[src/rtl/pixel_ram_responder_if.sv]
// pixel_ram_responder_if: processing-module RAM port (step handshake plus arbitration hold).
`default_nettype none
`timescale 1ns/1ps

interface pixel_ram_responder_if #(
  parameter int ADDR_W = 18,
  parameter int DATA_W = 32
);
  logic              wren;
  logic [ADDR_W-1:0] address;
  logic [DATA_W-1:0] data_write;
  logic              ext_hold;
  logic [DATA_W-1:0] data_read;
  logic              pause;

  modport master (
    output wren, address, data_write, ext_hold,
    input  data_read, pause
  );

  modport slave (
    input  wren, address, data_write, ext_hold,
    output data_read, pause
  );
endinterface

`default_nettype wire

[src/rtl/pixel_ram_responder.sv]
// pixel_ram_responder: turns each processing-module step into one async SRAM access, throttled by pause.
// Optional macro SRAM_WRITE_VERIFY_EN adds a read-back compare after every write (sticky verify_error).
`default_nettype none
`timescale 1ns/1ps

module pixel_ram_responder #(
  parameter int WAIT_STATES = 2,
  parameter int ADDR_W      = 18,
  parameter int DATA_W      = 32
) (
  input  wire logic              clk_div_by_two,
  input  wire logic              reset,
  pixel_ram_responder_if.slave   bus,
  output logic [ADDR_W-1:0]      sram_addr,
  output logic [DATA_W-1:0]      sram_wdata,
  input  wire logic [DATA_W-1:0] sram_rdata,
  output logic                   sram_drive,
  output logic                   sram_ce_n,
  output logic                   sram_we_n,
  output logic                   sram_oe_n,
  output logic                   verify_error
);

  localparam logic [3:0] c_WAIT = 4'(WAIT_STATES);

`ifdef SRAM_WRITE_VERIFY_EN
  typedef enum logic [2:0] {
    S_IDLE, S_STROBE, S_CAPTURE, S_ACCESS, S_FINISH, S_VERIFY_RD, S_VERIFY_CMP
  } state_t;
`else
  typedef enum logic [2:0] {
    S_IDLE, S_STROBE, S_CAPTURE, S_ACCESS, S_FINISH
  } state_t;
`endif

  state_t            r_state;
  logic [3:0]        r_cnt;
  logic              r_wren;
  logic              r_pause;
  logic [DATA_W-1:0] r_data_read;
  logic [ADDR_W-1:0] r_sram_addr;
  logic [DATA_W-1:0] r_sram_wdata;
  logic              r_drive;
  logic              r_ce_n;
  logic              r_we_n;
  logic              r_oe_n;
`ifdef SRAM_WRITE_VERIFY_EN
  logic [DATA_W-1:0] r_vdata;
  logic              r_verify_error;
`endif

  always_ff @(posedge clk_div_by_two) begin
    if (reset) begin
      r_state      <= S_IDLE;
      r_cnt        <= 4'd0;
      r_wren       <= 1'b0;
      r_pause      <= 1'b1;
      r_data_read  <= '0;
      r_sram_addr  <= '0;
      r_sram_wdata <= '0;
      r_drive      <= 1'b0;
      r_ce_n       <= 1'b1;
      r_we_n       <= 1'b1;
      r_oe_n       <= 1'b1;
`ifdef SRAM_WRITE_VERIFY_EN
      r_vdata        <= '0;
      r_verify_error <= 1'b0;
`endif
    end else begin
      case (r_state)
        S_IDLE: begin
          if (!bus.ext_hold) begin
            r_pause <= 1'b0;
            r_state <= S_STROBE;
          end
        end
        S_STROBE: begin
          r_pause <= 1'b1;
          r_state <= S_CAPTURE;
        end
        S_CAPTURE: begin
          r_wren      <= bus.wren;
          r_sram_addr <= bus.address;
          r_ce_n      <= 1'b0;
          r_cnt       <= c_WAIT;
          if (bus.wren) begin
            r_drive      <= 1'b1;
            r_sram_wdata <= bus.data_write;
            r_we_n       <= 1'b0;
          end else begin
            r_oe_n <= 1'b0;
          end
          r_state <= S_ACCESS;
        end
        S_ACCESS: begin
          r_cnt <= r_cnt - 4'd1;
          if (r_cnt == 4'd1) begin
            if (!r_wren) r_data_read <= sram_rdata;
            r_we_n  <= 1'b1;
            r_oe_n  <= 1'b1;
            r_state <= S_FINISH;
          end
        end
        S_FINISH: begin
          // Address stays put this cycle so the strobe edge meets SRAM hold time.
          r_drive <= 1'b0;
`ifdef SRAM_WRITE_VERIFY_EN
          if (r_wren) begin
            r_oe_n  <= 1'b0;
            r_cnt   <= c_WAIT;
            r_state <= S_VERIFY_RD;
          end else begin
            r_ce_n  <= 1'b1;
            r_state <= S_IDLE;
          end
`else
          r_ce_n  <= 1'b1;
          r_state <= S_IDLE;
`endif
        end
`ifdef SRAM_WRITE_VERIFY_EN
        S_VERIFY_RD: begin
          r_cnt <= r_cnt - 4'd1;
          if (r_cnt == 4'd1) begin
            r_vdata <= sram_rdata;
            r_oe_n  <= 1'b1;
            r_state <= S_VERIFY_CMP;
          end
        end
        S_VERIFY_CMP: begin
          if (r_vdata != r_sram_wdata) r_verify_error <= 1'b1;
          r_ce_n  <= 1'b1;
          r_state <= S_IDLE;
        end
`endif
        default: begin
          r_state <= S_IDLE;
        end
      endcase
    end
  end

  assign bus.pause     = r_pause;
  assign bus.data_read = r_data_read;
  assign sram_addr     = r_sram_addr;
  assign sram_wdata    = r_sram_wdata;
  assign sram_drive    = r_drive;
  assign sram_ce_n     = r_ce_n;
  assign sram_we_n     = r_we_n;
  assign sram_oe_n     = r_oe_n;
`ifdef SRAM_WRITE_VERIFY_EN
  assign verify_error  = r_verify_error;
`else
  assign verify_error  = 1'b0;
`endif

endmodule

`default_nettype wire

[src/flat_wrapper.sv]
// flat-port wrapper written by rule: the top's interface ports become plain ports
module pixel_ram_responder_flat 
#(
  parameter int WAIT_STATES = 2,
  parameter int ADDR_W      = 18,
  parameter int DATA_W      = 32
)
  (clk_div_by_two, reset, sram_addr, sram_wdata, sram_rdata, sram_drive, sram_ce_n, sram_we_n, sram_oe_n, verify_error, bus_wren, bus_address, bus_data_write, bus_ext_hold, bus_data_read, bus_pause);
  pixel_ram_responder_if #(.ADDR_W(ADDR_W), .DATA_W(DATA_W)) bus_i ();
  input  wire logic clk_div_by_two;
  input  wire logic reset;
  output logic [ADDR_W-1:0] sram_addr;
  output logic [DATA_W-1:0] sram_wdata;
  input  wire logic [DATA_W-1:0] sram_rdata;
  output logic sram_drive;
  output logic sram_ce_n;
  output logic sram_we_n;
  output logic sram_oe_n;
  output logic verify_error;
  input wire logic [$bits(bus_i.wren)-1:0] bus_wren;
  input wire logic [$bits(bus_i.address)-1:0] bus_address;
  input wire logic [$bits(bus_i.data_write)-1:0] bus_data_write;
  input wire logic [$bits(bus_i.ext_hold)-1:0] bus_ext_hold;
  output wire logic [$bits(bus_i.data_read)-1:0] bus_data_read;
  output wire logic [$bits(bus_i.pause)-1:0] bus_pause;
  assign bus_i.wren = bus_wren;
  assign bus_i.address = bus_address;
  assign bus_i.data_write = bus_data_write;
  assign bus_i.ext_hold = bus_ext_hold;
  assign bus_data_read = bus_i.data_read;
  assign bus_pause = bus_i.pause;
  pixel_ram_responder #(.WAIT_STATES(WAIT_STATES), .ADDR_W(ADDR_W), .DATA_W(DATA_W)) u_core (.clk_div_by_two(clk_div_by_two), .reset(reset), .bus(bus_i), .sram_addr(sram_addr), .sram_wdata(sram_wdata), .sram_rdata(sram_rdata), .sram_drive(sram_drive), .sram_ce_n(sram_ce_n), .sram_we_n(sram_we_n), .sram_oe_n(sram_oe_n), .verify_error(verify_error));
endmodule
[config.mk]
export PLATFORM = sky130hd
export DESIGN_NAME = pixel_ram_responder_flat
export DESIGN_NICKNAME = d
export VERILOG_FILES = /design/src/rtl/pixel_ram_responder_if.sv /design/src/rtl/pixel_ram_responder.sv /design/src/flat_wrapper.sv
export SDC_FILE = /design/constraint.sdc
export NUM_CORES = 1
export LEC_CHECK = 0
export ABC_CLOCK_PERIOD_IN_PS = 1600
export CAP_MARGIN = 20
export CORE_UTILIZATION = 42
export DETAILED_ROUTE_END_ITERATION = 12
export PLACE_DENSITY = 0.8
export RECOVER_POWER = 25
export SYNTH_ARGS = -nofsm -noshare
export SYNTH_HDL_FRONTEND = slang
export SYNTH_SLANG_ARGS = --single-unit
export TNS_END_PERCENT = 5
[constraint.sdc]
create_clock -name clk_div_by_two -period 1.6 [get_ports clk_div_by_two]
set_clock_uncertainty 0.05 [all_clocks]
set_input_delay 0.32 -clock clk_div_by_two [delete_from_list [all_inputs] [get_ports clk_div_by_two]]
set_output_delay 0.32 -clock clk_div_by_two [all_outputs]
set_load 0.02 [all_outputs]
==> metrics.log <==
INFO  metric register_area = 1904 um^2
INFO  metric netlist-cell-type-count = 39
INFO  metric drt_iter0_drc = 60
INFO  metric antenna_violations_before_repair = 1
INFO  metric synthTopCellsByCount = sky130_fd_sc_hd__dfxtp_1 (95), sky130_fd_sc_hd__nand2_1 (76), sky130_fd_sc_hd__nand2b_1 (67), sky130_fd_sc_hd__mux2i_1 (33)
INFO  metric worstSkewPairLatency = 350 ps
INFO  metric synthArstFlopShare = 0%
INFO  metric most_numerous_cell_in_the_yosys_netlist = sky130_fd_sc_hd__dfxtp_1
INFO  metric drive_gt1_share = 17.38%
INFO  metric max-clock-path-buffers = 2
INFO  metric place_area = 5921 um^2
INFO  metric drt.antenna.violating_nets = 0
INFO  metric grt_setup_unrepaired = true
INFO  metric post-route-period-util = 101.6%
INFO  metric postLayoutSetupSlackWorst = -25.85 ps
INFO  metric finish.net_count = 694
INFO  metric post-layout-total-power = 4.860 mW
INFO  metric placedCellCount = 719
INFO  metric syn-cell-area = 4050 um^2
INFO  metric dp_hpwl = 7.148 mm
INFO  metric critical_path.endpoint_type = flop
INFO  metric drt_pre_antenna_iters = 4
INFO  metric synth_area_per_cell = 9.375 um^2
INFO  metric dr_total_vias = 3463
INFO  metric worstPathArrival = 1850 ps
INFO  metric yosysWarningCount = 0
INFO  metric groute.usage.overall = 19.56%
INFO  metric pwr_per_cell_area = 797.8 nW/um^2
INFO  metric cts.root.buffer_cell = sky130_fd_sc_hd__clkbuf_8
INFO  metric multiInputGateArea = 1909 um^2
INFO  metric via_count_of_the_first_global_routing_pass = 3445
INFO  metric area_growth = 50.42%
INFO  metric peak_freq = 615.1 MHz
INFO  metric fillCellCount = 776
INFO  metric worst-setup-path-type = reg -> reg
INFO  metric num_antenna_cells = 0
INFO  metric detail_route.drc_violations = 0
INFO  metric hold_violations = 0
INFO  metric finish.cell_count_without_fillers = 739
INFO  metric fp.dieArea = 10040 um^2
INFO  metric timing.hold.worst.class = in -> reg
INFO  metric buffer_ports.inserted = 172
INFO  metric synth_top_cell_by_area = sky130_fd_sc_hd__dfxtp_1
INFO  metric htree_levels = 3
INFO  metric yosysTopAreaCellShare = 46.96%
INFO  metric final_max_slew_viol_count = 0
INFO  metric setup_viol_count_final = 7
INFO  metric tritoncts_num_sinks = 95
INFO  metric detail_route.wirelength = 10.02 mm
INFO  metric start_kind = flop
INFO  metric synth-edff-count = 0
INFO  metric global_route_wire_length_before_repair = 15.64 mm
INFO  metric max-vdd-ir-drop = 0.3927 mV
INFO  metric initial_utilization = 43.63%
INFO  metric mappedNetlistNets = 520
INFO  metric top_cells_by_area_synth = sky130_fd_sc_hd__dfxtp_1 (47%), sky130_fd_sc_hd__nand2b_1 (10%), sky130_fd_sc_hd__mux2i_1 (8.2%)
INFO  metric gp_congestion = 0.7595
INFO  metric cp.required = 1820 ps
INFO  metric die_h = 100.2 um
INFO  metric status = finished, violations left
INFO  metric ys_seq_elements = 95
INFO  metric clk_transition_reported_paths = 80 ps
INFO  metric finalCriticalPeriod = 1626 ps
INFO  metric gr_ovfl_total = 0
INFO  metric failed_checks = negative setup slack
INFO  metric fp.coreArea = 9284 um^2
INFO  metric synthFlopType = sky130_fd_sc_hd__dfxtp_1
INFO  metric core.rowCount = 35
INFO  metric drv.max_cap_violation_count = 0
INFO  metric tritoncts = done
INFO  metric pin_count = 174
INFO  metric avgViaCountPerCell = 4.686
INFO  metric die_w = 100.2 um
INFO  metric power_leakage = 2.503 nW
INFO  metric netlist_instances = 432
INFO  metric synth_seq_area_share = 46.96%
INFO  metric cts_made_buffers = 9
INFO  metric final_instance_area = 6092 um^2
INFO  metric largest_net_degree_at_the_start_of_global_routing = 54
INFO  metric post_drt_wl_per_cell = 13.56 um
INFO  metric crit_path_max_fanout = 6
## sequential cells by signal, summed over array words and instances (netlist names)
signal / count
u_core.bus.pause: 1
u_core.sram_we_n: 1
u_core.r_wren: 1
u_core.sram_drive: 1
u_core.r_cnt: 4
u_core.sram_addr: 18
u_core.bus.data_read: 32
u_core.r_state: 3
u_core.sram_wdata: 32
u_core.sram_oe_n: 1
u_core.sram_ce_n: 1
## what timing repair did
| action | in CTS | in global routing |
|---|---|---|
| setup endpoints to repair | 115 | 32 |
| hold endpoints to repair | 0 | 0 |
| pin swaps | 0 | 1 |
| hold buffers | 0 | 0 |
| buffers inserted | 0 | 2 |
| gates resized for setup | 88 | 8 |
| cloned | 0 | 3 |
## critical path, cell delays in order (launching register included)
cell and delay [ps]:
sky130_fd_sc_hd__dfxtp_2 330, sky130_fd_sc_hd__inv_2 70, sky130_fd_sc_hd__ha_4 120, sky130_fd_sc_hd__nor3b_4 210, sky130_fd_sc_hd__and4b_4 390, sky130_fd_sc_hd__buf_6 170
sky130_fd_sc_hd__mux2i_1 210
## where the power goes
part / switching (mW) / internal (mW)
Sequential: 0.0578 / 2.45
Clock: 0.780 / 0.711
Combinational: 0.408 / 0.451
## worst paths after layout
path	start	end	slack (ps)	cells after the start
max reg2reg	u_core.r_cnt[1]$_SDFFE_PP0P_	u_core.bus.data_read[31]$_SDFFE_PP0P_	-30	6
max	u_core.r_cnt[1]$_SDFFE_PP0P_	u_core.bus.data_read[31]$_SDFFE_PP0P_	-30	6
min reg2reg	u_core.sram_we_n$_SDFFE_PP1P_	u_core.sram_we_n$_SDFFE_PP1P_	400	2
min	reset	u_core.r_state[2]$_SDFFE_PP0P_	370	2
## final cells by class
cell class / instances / area share, %
Clock buffer: 11 / 2.157
Clock inverter: 4 / 0.7804
Inverter: 5 / 0.3081
Multi-Input combinational cell: 298 / 31.34
Sequential cell: 95 / 31.26
Tap cell: 129 / 2.649
Timing Repair Buffer: 197 / 31.51
## logic make-up (layout without fill, tap and decap cells)
logic type      Yosys count  count (layout)  synth area share (%)
mux                      33              33                 8.156
simple gates            193             193                 25.67
compound gates           69              69                 11.83
fa+ha+maj                 2               2                0.6178
other cells               1               1               0.09259
buf+inv                  39             217                 6.673
flops                    95              95                 46.96
## placed cells by master (no fill, tap or decap), types with 14 or more instances in the layout
cell type,n
sky130_fd_sc_hd__a21oi_1,26
sky130_fd_sc_hd__nand2b_1,67
sky130_fd_sc_hd__dfxtp_1,93
sky130_fd_sc_hd__dlygate4sd2_1,87
sky130_fd_sc_hd__mux2i_1,33
sky130_fd_sc_hd__nand2_2,29
sky130_fd_sc_hd__nand2_1,76
sky130_fd_sc_hd__a21oi_2,29
sky130_fd_sc_hd__buf_4,14
sky130_fd_sc_hd__clkdlybuf4s50_1,84
## metrics by stage
stage | utilization (%) | hold WS [ps] | setup TNS (ps) | setup slack (ps)
floorplan | - | 389.6 | 0 | 96.36
global placement | 63.77 | 382.9 | -2691 | -114.0
detailed placement | 63.77 | 382.1 | -3574 | -129.8
CTS | 64.54 | 354.3 | -790.7 | -51.48
global route | 65.62 | 391.6 | -2161 | -101.0
finish | 65.62 | 372.6 | -84.15 | -25.85
## metal layers
| metal | track usage (%) | wire (um) | up-vias | part of all wire [%] |
|---|---|---|---|---|
| li1 | - | - | 1738 | - |
| met2 | 32.35 | 4607 | 139 | 46 |
| met4 | 6.243 | 115 | 2 | 1.1 |
| met5 | 0 | 11 | - | 0.11 |
| met1 | 22.51 | 4190 | 1572 | 42 |
| met3 | 8.914 | 1097 | 12 | 11 |
No activity file was read; power rests on OpenSTA's default activity.
